===== src/rtl/user_la_capture.sv =====
// -----------------------------------------------------------------------------
// user_la_capture
//
// Logic-analyzer capture buffer for the Caravel user area. It waits for a
// masked trigger pattern on the 32-bit LA sample bus, then records DEPTH
// consecutive samples. The management core drains the buffer one word per
// pop event.
//
// Optional feature macro: LA_CAPTURE_DECIM_EN
//   When defined, la_data_in[47:40] (gated by la_oenb) sets a divisor D and
//   samples are stored every D+1 edges while capturing. When undefined,
//   those bits are ignored and every edge stores a sample.
//
// Ports
//   wb_clk_i     in   1    sole clock
//   wb_rst_i     in   1    synchronous active-high reset
//   la_data_in   in   128  [31:0] sample, [32] arm, [33] pop, [34] abort,
//                          [47:40] decimation, [95:64] trigger value,
//                          [127:96] trigger mask
//   la_oenb      in   128  control bit 32..47 honoured only while its bit is 0
//   la_data_out  out  128  [31:0] read data, [63:32] status, [127:64] zero
// -----------------------------------------------------------------------------
module user_la_capture #(
  parameter int DEPTH = 16,
  parameter int WIDTH = 32
) (
  input  logic         wb_clk_i,
  input  logic         wb_rst_i,
  input  logic [127:0] la_data_in,
  input  logic [127:0] la_oenb,
  output logic [127:0] la_data_out
);

  localparam int AW = (DEPTH > 1) ? $clog2(DEPTH) : 1;
  localparam int CW = $clog2(DEPTH) + 1;

  typedef enum logic [1:0] {
    IDLE    = 2'd0,
    ARMED   = 2'd1,
    CAPTURE = 2'd2,
    DONE    = 2'd3
  } state_t;

  state_t           state_r, state_nxt_s;
  logic [AW-1:0]    wr_ptr_r, wr_ptr_nxt_s;
  logic [AW-1:0]    rd_ptr_r, rd_ptr_nxt_s;
  logic [CW-1:0]    count_r, count_nxt_s;
  logic [2:0]       ctl_s, ctl_q_r, ctl_q2_r, ctl_evt_s;
  logic             arm_evt_s, pop_evt_s, abort_evt_s;
  logic [WIDTH-1:0] sample_s, trig_val_s, trig_mask_s;
  logic             trig_match_s;
  logic             sample_en_s;
  logic             mem_we_s;
  logic [WIDTH-1:0] mem_r [DEPTH];
  logic [WIDTH-1:0] rd_data_s;
  logic [31:0]      status_s;
  logic             full_s, empty_s;
  logic             unused_s;

  // Control bits read as 0 unless their output-enable-bar is low.
  assign ctl_s       = la_data_in[34:32] & ~la_oenb[34:32];
  assign ctl_evt_s   = ctl_q_r & ~ctl_q2_r;
  assign arm_evt_s   = ctl_evt_s[0];
  assign pop_evt_s   = ctl_evt_s[1];
  assign abort_evt_s = ctl_evt_s[2];

  assign sample_s     = la_data_in[WIDTH-1:0];
  assign trig_val_s   = la_data_in[64 +: WIDTH];
  assign trig_mask_s  = la_data_in[96 +: WIDTH];
  assign trig_match_s = ((sample_s & trig_mask_s) == (trig_val_s & trig_mask_s));

`ifdef LA_CAPTURE_DECIM_EN
  logic [7:0] decim_s, div_cnt_r, div_cnt_nxt_s;

  assign decim_s  = la_data_in[47:40] & ~la_oenb[47:40];
  assign unused_s = ^{la_data_in[63:48], la_data_in[39:35],
                      la_oenb[127:48], la_oenb[39:35], la_oenb[31:0]};

  // Divider: held at 0 outside CAPTURE so counting starts at the trigger edge.
  always_comb begin
    div_cnt_nxt_s = div_cnt_r;
    sample_en_s   = 1'b1;
    if (state_r == CAPTURE) begin
      if (div_cnt_r >= decim_s) begin
        sample_en_s   = 1'b1;
        div_cnt_nxt_s = 8'd0;
      end else begin
        sample_en_s   = 1'b0;
        div_cnt_nxt_s = div_cnt_r + 8'd1;
      end
    end else begin
      div_cnt_nxt_s = 8'd0;
    end
  end

  // Divider counter register.
  always_ff @(posedge wb_clk_i) begin
    if (wb_rst_i) begin
      div_cnt_r <= 8'd0;
    end else begin
      div_cnt_r <= div_cnt_nxt_s;
    end
  end
`else
  assign sample_en_s = 1'b1;
  assign unused_s    = ^{la_data_in[63:35], la_oenb[127:35], la_oenb[31:0]};
`endif

  // Next-state logic: abort beats arm, arm beats everything state-specific.
  always_comb begin
    state_nxt_s  = state_r;
    wr_ptr_nxt_s = wr_ptr_r;
    rd_ptr_nxt_s = rd_ptr_r;
    count_nxt_s  = count_r;
    mem_we_s     = 1'b0;
    if (abort_evt_s) begin
      state_nxt_s = IDLE;
      count_nxt_s = {CW{1'b0}};
    end else if (arm_evt_s) begin
      state_nxt_s  = ARMED;
      wr_ptr_nxt_s = {AW{1'b0}};
      rd_ptr_nxt_s = {AW{1'b0}};
      count_nxt_s  = {CW{1'b0}};
    end else begin
      case (state_r)
        IDLE: begin
          state_nxt_s = IDLE;
        end
        ARMED: begin
          if (trig_match_s) begin
            // The triggering sample itself is stored: no pre-trigger loss.
            mem_we_s     = 1'b1;
            wr_ptr_nxt_s = wr_ptr_r + AW'(1);
            count_nxt_s  = CW'(1);
            if (CW'(DEPTH) == CW'(1)) begin
              state_nxt_s = DONE;
            end else begin
              state_nxt_s = CAPTURE;
            end
          end else begin
            state_nxt_s = ARMED;
          end
        end
        CAPTURE: begin
          if (sample_en_s) begin
            mem_we_s     = 1'b1;
            wr_ptr_nxt_s = wr_ptr_r + AW'(1);
            count_nxt_s  = count_r + CW'(1);
            if (count_r == CW'(DEPTH - 1)) begin
              state_nxt_s = DONE;
            end else begin
              state_nxt_s = CAPTURE;
            end
          end else begin
            state_nxt_s = CAPTURE;
          end
        end
        DONE: begin
          if (pop_evt_s && (count_r != {CW{1'b0}})) begin
            rd_ptr_nxt_s = rd_ptr_r + AW'(1);
            count_nxt_s  = count_r - CW'(1);
            if (count_r == CW'(1)) begin
              state_nxt_s = IDLE;
            end else begin
              state_nxt_s = DONE;
            end
          end else begin
            state_nxt_s = DONE;
          end
        end
        default: begin
          state_nxt_s = IDLE;
          count_nxt_s = {CW{1'b0}};
        end
      endcase
    end
  end

  // State, pointer, count and control-edge registers.
  always_ff @(posedge wb_clk_i) begin
    if (wb_rst_i) begin
      state_r  <= IDLE;
      wr_ptr_r <= {AW{1'b0}};
      rd_ptr_r <= {AW{1'b0}};
      count_r  <= {CW{1'b0}};
      ctl_q_r  <= 3'b000;
      ctl_q2_r <= 3'b000;
    end else begin
      state_r  <= state_nxt_s;
      wr_ptr_r <= wr_ptr_nxt_s;
      rd_ptr_r <= rd_ptr_nxt_s;
      count_r  <= count_nxt_s;
      ctl_q_r  <= ctl_s;
      ctl_q2_r <= ctl_q_r;
    end
  end

  // Sample memory; contents are deliberately not reset.
  always_ff @(posedge wb_clk_i) begin
    if (mem_we_s && !wb_rst_i) begin
      mem_r[wr_ptr_r] <= sample_s;
    end
  end

  assign full_s    = (count_r == CW'(DEPTH));
  assign empty_s   = (count_r == {CW{1'b0}});
  assign rd_data_s = ((state_r == DONE) && !empty_s) ? mem_r[rd_ptr_r] : {WIDTH{1'b0}};
  assign status_s  = {20'h0_0000, 8'(count_r), empty_s, full_s, state_r};

  assign la_data_out = {64'h0, status_s, rd_data_s};

endmodule


===== config.mk =====
export PLATFORM = sky130hd
export DESIGN_NAME = user_la_capture
export DESIGN_NICKNAME = d
export VERILOG_FILES = /design/src/rtl/user_la_capture.sv
export SDC_FILE = /design/constraint.sdc
export NUM_CORES = 1
export LEC_CHECK = 0
export ABC_AREA = 1
export CAP_MARGIN = 0
export CORE_ASPECT_RATIO = 0.6
export CORE_MARGIN = 2
export CORE_UTILIZATION = 45
export DETAILED_ROUTE_END_ITERATION = 16
export MAX_ROUTING_LAYER = met4
export PLACE_DENSITY = 0.72
export SLEW_MARGIN = 20
export SYNTH_ARGS = -nofsm -noshare
export SYNTH_HDL_FRONTEND = slang
export SYNTH_SLANG_ARGS = --single-unit

===== constraint.sdc =====
create_clock -name wb_clk_i -period 4.85 [get_ports wb_clk_i]
set_clock_uncertainty 0.05 [all_clocks]
set_input_delay 0.97 -clock wb_clk_i [delete_from_list [all_inputs] [get_ports wb_clk_i]]
set_output_delay 0.97 -clock wb_clk_i [all_outputs]
set_load 0.03 [all_outputs]

Word-level counts from Yosys, hierarchy flattened
Memory sizes are Yosys's and may differ from the RTL's. A register that Yosys moved wholly into a read port is not among the register bits.
Index checks and enable logic that the tools add are counted.
Operators by class
  add/subtract/negate cells: 4
  multiply operators: 0
  div/mod/pow operators: 0
  $lt $le $gt $ge: 0
  equal/unequal tests: 10
  shift-type cells: 0
  muxes and demuxes: 24
  bitwise gates (word level): 7
  reduce and logical (&&, ||, !) cells: 17
Operators by type and width (number)
  bitwise AND 32 bit: 2
  equality test 32 bit: 1
  2-to-1 mux 32 bit: 1
  2-to-1 mux 4 bit: 7
  case mux 5 bit (3 select lines): 1
  2-to-1 mux 5 bit: 2
  AND reduction 3 bit: 3
  adder 4 x 1 -> 4 bit, second input constant: 2
  case mux 2 bit (4 select lines): 1
  case mux 4 bit (2 select lines): 1
  2-to-1 mux 1 bit: 7
  bitwise AND 3 bit: 2
  2-to-1 mux 2 bit: 3
  NOT 3 bit: 2
  nonzero test 3 bit: 2
  adder 5 x 1 -> 5 bit, second input constant: 1
  equality test 5 x 1 -> 1 bit, second input constant: 1
  equality test 5 x 4 -> 1 bit, second input constant: 1
  equality test 5 bit, second input constant: 1
  zero test 5 bit: 1
  nonzero test 5 bit: 1
  subtractor 5 x 1 -> 5 bit, second input constant: 1
  equality test 2 bit, second input constant: 2
  != test 2 bit, second input constant: 2
  other kinds (10): 14
Word-level totals
  register bits: 21
  latch bits: 0
  bits in writable memories: 512
  ROM bits: 0
  input port bits: 258
  output and inout bits: 128
  word-level logic and storage cells: 70
  memories: 1
Memories
  mem_r: words 16, bits a word 32, read ports 1, clocked after Yosys merged registers in 1, write ports 1, RTL line 54  | logic [WIDTH-1:0] mem_r [DEPTH];

Longest topological paths before layout
  word-level depth: 9
  gate-level depth with buffers: 13
  depth with buffers taken out: 13

Worst setup path before layout
OpenSTA, ideal clock, no wires.
  path kind: in2reg
  start point: input port wb_rst_i
  end point: memory mem_r[10][0], enable pin
  library setup time: 0.461 ns
  arrival time: 4.096 ns
  required time: 4.339 ns
  slack: 0.243 ns
  stages on the path: 6
  path buffers: 1
  path through: buf_2 inv_1 nand2_1 nor3b_1 nand4_1 nor3_1
Between the ends
  cells in the longest elaborated chain, start to end: 4
RTL lines
  start, declared: RTL line 28  | input logic wb_rst_i,
  zero test 1 bit: RTL line 200  | if (mem_we_s && !wb_rst_i) begin
  logical AND 1 bit: RTL line 200
  2-to-1 mux 1 bit: RTL line 200
  2-to-1 mux 1 bit (implied by the code): RTL line 201  | mem_r[wr_ptr_r] <= sample_s;
  end, declared: RTL line 54
Every way passes these cells.

Worst setup path after layout
  start point: register count_r[0]
  end point: output port la_data_out[4]
Between the ends
  cells in the longest elaborated chain, start to end: 4
RTL lines
  start, declared: RTL line 47  | logic [CW-1:0] count_r, count_nxt_s;
  start signal, assigned: RTL line 185  | count_r <= {CW{1'b0}};
  start signal, assigned: RTL line 192  | count_r <= count_nxt_s;
  zero test 5 bit: RTL line 206  | assign empty_s = (count_r == {CW{1'b0}});
  zero test 1 bit: RTL line 207  | assign rd_data_s = ((state_r == DONE) && !empty_s) ? mem_r[rd_ptr_r] : {WIDTH{1'b0}};
  logical AND 1 bit: RTL line 207
  2-to-1 mux 32 bit: RTL line 207
  end, declared: RTL line 31  | output logic [127:0] la_data_out
Every way passes these cells.

==> flow_summary.json <==
{
  "ioPinCount": 386,
  "grtUsageTotal_pct": 22.0,
  "grt_pass1_wl_mm": 86.8,
  "clkPwrFrac_pct": 40.1,
  "start_util_pct": 45.7,
  "p_int_mw": 7.36,
  "postSynthAreaPerCell_um2": 12.1,
  "wl_per_cell_um": 20.6,
  "synth_xor_area_share_pct": 0.150,
  "hpwl_mm": 34.7,
  "cts-root-buf": "clkbuf_16",
  "async_reset_ff_share_pct": 0,
  "critical_path_required_ns": 3.83,
  "yosys_register_bits": 537,
  "holdBufCountCts": 0,
  "worstPathCellList": "inv_1, ha_1, nand3_1, nand2_1, inv_2, buf_4, nand2_1, a31oi_1, clkdlybuf4s50_1",
  "dieWidth_um": 298,
  "globalRouteOverflowTotal": 0,
  "post-route-min-period_ns": 4.56,
  "synth_ff_type": "edfxtp_1",
  "p_leak_nw": 9.69,
  "yosysMostFrequentCell": "edfxtp_1",
  "multiInputGateArea_um2": 5870,
  "synth_cells": 1927,
  "critical_path_buf_inv_count": 4,
  "nets": 2375,
  "synth_top_family_by_area": "compound AO/OA/AOI/OAI gates",
  "hold_path_class": "register to register",
  "ys_types": 34,
  "combPwrFrac_pct": 5.7,
  "drc": 0,
  "drive_above_1_share_pct": 8.32,
  "netSwitchingFraction_pct": 21.5,
  "muxShareOfSynthArea_pct": 5.48,
  "switchingPower_mw": 2.02,
  "dp_cells": 2744,
  "via_per_inst": 5.24,
  "syn2layout_area_growth_pct": 17.0,
  "drt_iter0_drc": 1897,
  "nFillCells": 4180,
  "rows": 64,
  "synth_edf_count": 512,
  "core_um2": 51200,
  "seq_area_um2": 15900,
  "seqPwrFrac_pct": 54.2,
  "synthTopCellsByCount": "edfxtp_1 (512), nand2_1 (248), inv_1 (218), o21ai_0 (217), a21oi_1 (143)",
  "post-cts-setup-buffers": 0,
  "dieHeight_um": 181,
  "cts.path.max_buffers": 3,
  "cts_tree": "built",
  "post-route-period-util_pct": 94.0,
  "drv_slew": 0,
  "post-route-util_pct": 53.5,
  "synthTopCellsByArea": "edfxtp_1 (66%), mux2i_1 (5.5%), o21ai_0 (4.6%)",
  "fin_setup_tns_ns": 0,
  "worst_pin_slew_ns": 0.855,
  "vias": 14859,
  "total_power_mw": 9.38,
  "setup_viol": 0,
  "worstPathMaxFanout": 25,
  "ctsResizeCount": 0,
  "yosys.area_share.simple_pct": 6.14,
  "synth_area_um2": 23400,
  "yosysTopAreaCell": "edfxtp_1",
  "clkSinkCount": 537,
  "ir_drop_mv": 0.291,
  "crit_path_frequent_cell": "nand2_1",
  "fin_cells": 2834,
  "fmax_ghz": 0.219,
  "cpPeakStageDelay_ns": 0.71,
  "slowest_stage": "clkdlybuf4s50_1",
  "maxSlewHeadroom_pct": 43.0,
  "endpoint_kind": "output pin",
  "route.antenna.remaining_nets": 0,
  "synth_compound_area_share_pct": 10.7,
  "drv_cap": 0,
  "portBuffers": 144,
  "grt_setup_unrepaired": "no",
  "cts_made_buffers": 49,
  "dieArea_um2": 53900,
  "wl_mm": 58.4,
  "htree_levels": 2,
  "path_class": "register to output pin",
  "status": "finished clean",
  "hold_viol": 0,
  "dr.pass1.iters": 8,
  "worst_ep_arrival_time_ns": 3.54,
  "clkTransAtPathRegs_ns": 0.06,
  "antenna_found_initial": 2,
  "netlist.area_leader.share_pct": 65.7,
  "grt_pass1_vias": 14085,
  "place_congestion": 0.812,
  "cp-start-kind": "register",
  "cp_top_family": "buffers and inverters",
  "grt_max_degree": 129,
  "power_density_nw_per_um2": 342,
  "clk-insertion-delay-late_ns": 0.57,
  "yosys_warnings": 0,
  "synth-adder-area-share_pct": 0.802,
  "yosysSeqAreaShare_pct": 67.9
}
==> flip-flops by register name, summed over array words and instances, names as in the netlist, named ones only <==
register / count
state_r: 2
wr_ptr_r: 4
rd_ptr_r: 4
count_r: 5
ctl_q_r: 3
ctl_q2_r: 3
mem_r: 512
==> worst reg2reg max path: stages (launching register included) <==
cell     delay [ns]
dfxtp_1        0.41
inv_1          0.12
ha_1           0.29
nor3b_1        0.47
nand4_1        0.46
nor3_2         0.41
buf_12         0.29
==> routing by layer <==
metal | vias up | GRT usage, % | part of all wire (%)
met2 | 577 | 33.5 | 46
met5 | - | - | 0
met1 | 7204 | 30.7 | 44
met4 | 0 | 6.63 | 3.0
li1 | 6977 | - | -
met3 | 101 | 3.19 | 7.2
==> layout by cell type, fill, tap and decap left out, types with 4 or more instances in the layout <==
master	instances
edfxtp_1	512
nand2_1	248
inv_1	218
o21ai_0	217
a21oi_1	143
clkdlybuf4s50_1	136
mux2i_1	128
conb_1	87
buf_4	61
o21ai_1	50
clkbuf_16	50
nand3_1	43
nor2_1	39
o211ai_1	32
a31oi_1	32
buf_12	28
dfxtp_1	22
clkinv_1	17
ha_1	15
nor2_4	8
nor3_2	8
clkinv_2	8
clkbuf_1	6
nand4_1	5
bufinv_16	4
==> power groups by stage <==
stage	combinational [mW]	clock (mW)	sequential, mW
CTS	0.533	3.81	5.08
global placement	0.516	0	5.18
finish	0.534	3.76	5.08
global route	0.582	4.00	5.08
floorplan	0.363	0	5.18
detailed placement	0.530	0	5.18
==> worst paths after layout <==
check | startpoint | to | slack [ns] | depth (start not counted)
max | count_r[0]$_SDFFE_PP0P_ | la_data_out[4] | 0.29 | 9
max reg2reg | state_r[0]$_SDFF_PP0_ | mem_r[10][13]$_DFFE_PP_ | 2.03 | 6
min | ctl_q_r[0]$_SDFF_PP0_ | ctl_q2_r[0]$_SDFF_PP0_ | 0.38 | 2
min reg2reg | ctl_q_r[0]$_SDFF_PP0_ | ctl_q2_r[0]$_SDFF_PP0_ | 0.38 | 2
==> cell families (layout without fill, tap and decap cells) <==
| family | after synthesis | count (layout) |
|---|---|---|
| adder cells (fa/ha/maj) | 15 | 15 |
| XOR/XNOR | 4 | 4 |
| other | 1 | 88 |
| AND/OR/NAND/NOR | 358 | 358 |
| multiplexers | 128 | 128 |
| buffers and inverters | 408 | 535 |
| flip-flops | 537 | 537 |
| AO/OA/AOI/OAI | 476 | 476 |
==> per-stage QoR <==
step	hold WS, ns	area, um^2	worst slack, ns
2_1_floorplan	0.361	23700	0.243
3_3_place_gp	0.374	25800	0.503
3_5_place_dp	0.371	25800	0.389
4_1_cts	0.380	27400	0.292
5_1_grt	0.403	27400	0.161
6_report	0.378	27400	0.292
==> cell type report <==
cell class / instances / area share [%]
antenna: 1 / 0.00914
clock buffer: 56 / 4.65
clock inverter: 33 / 0.973
inverter: 221 / 3.03
multi-input combinational: 1068 / 21.5
sequential: 537 / 58.0
tap: 693 / 3.17
timing repair buffer: 225 / 8.69
Power figures use the tool's default switching activity.
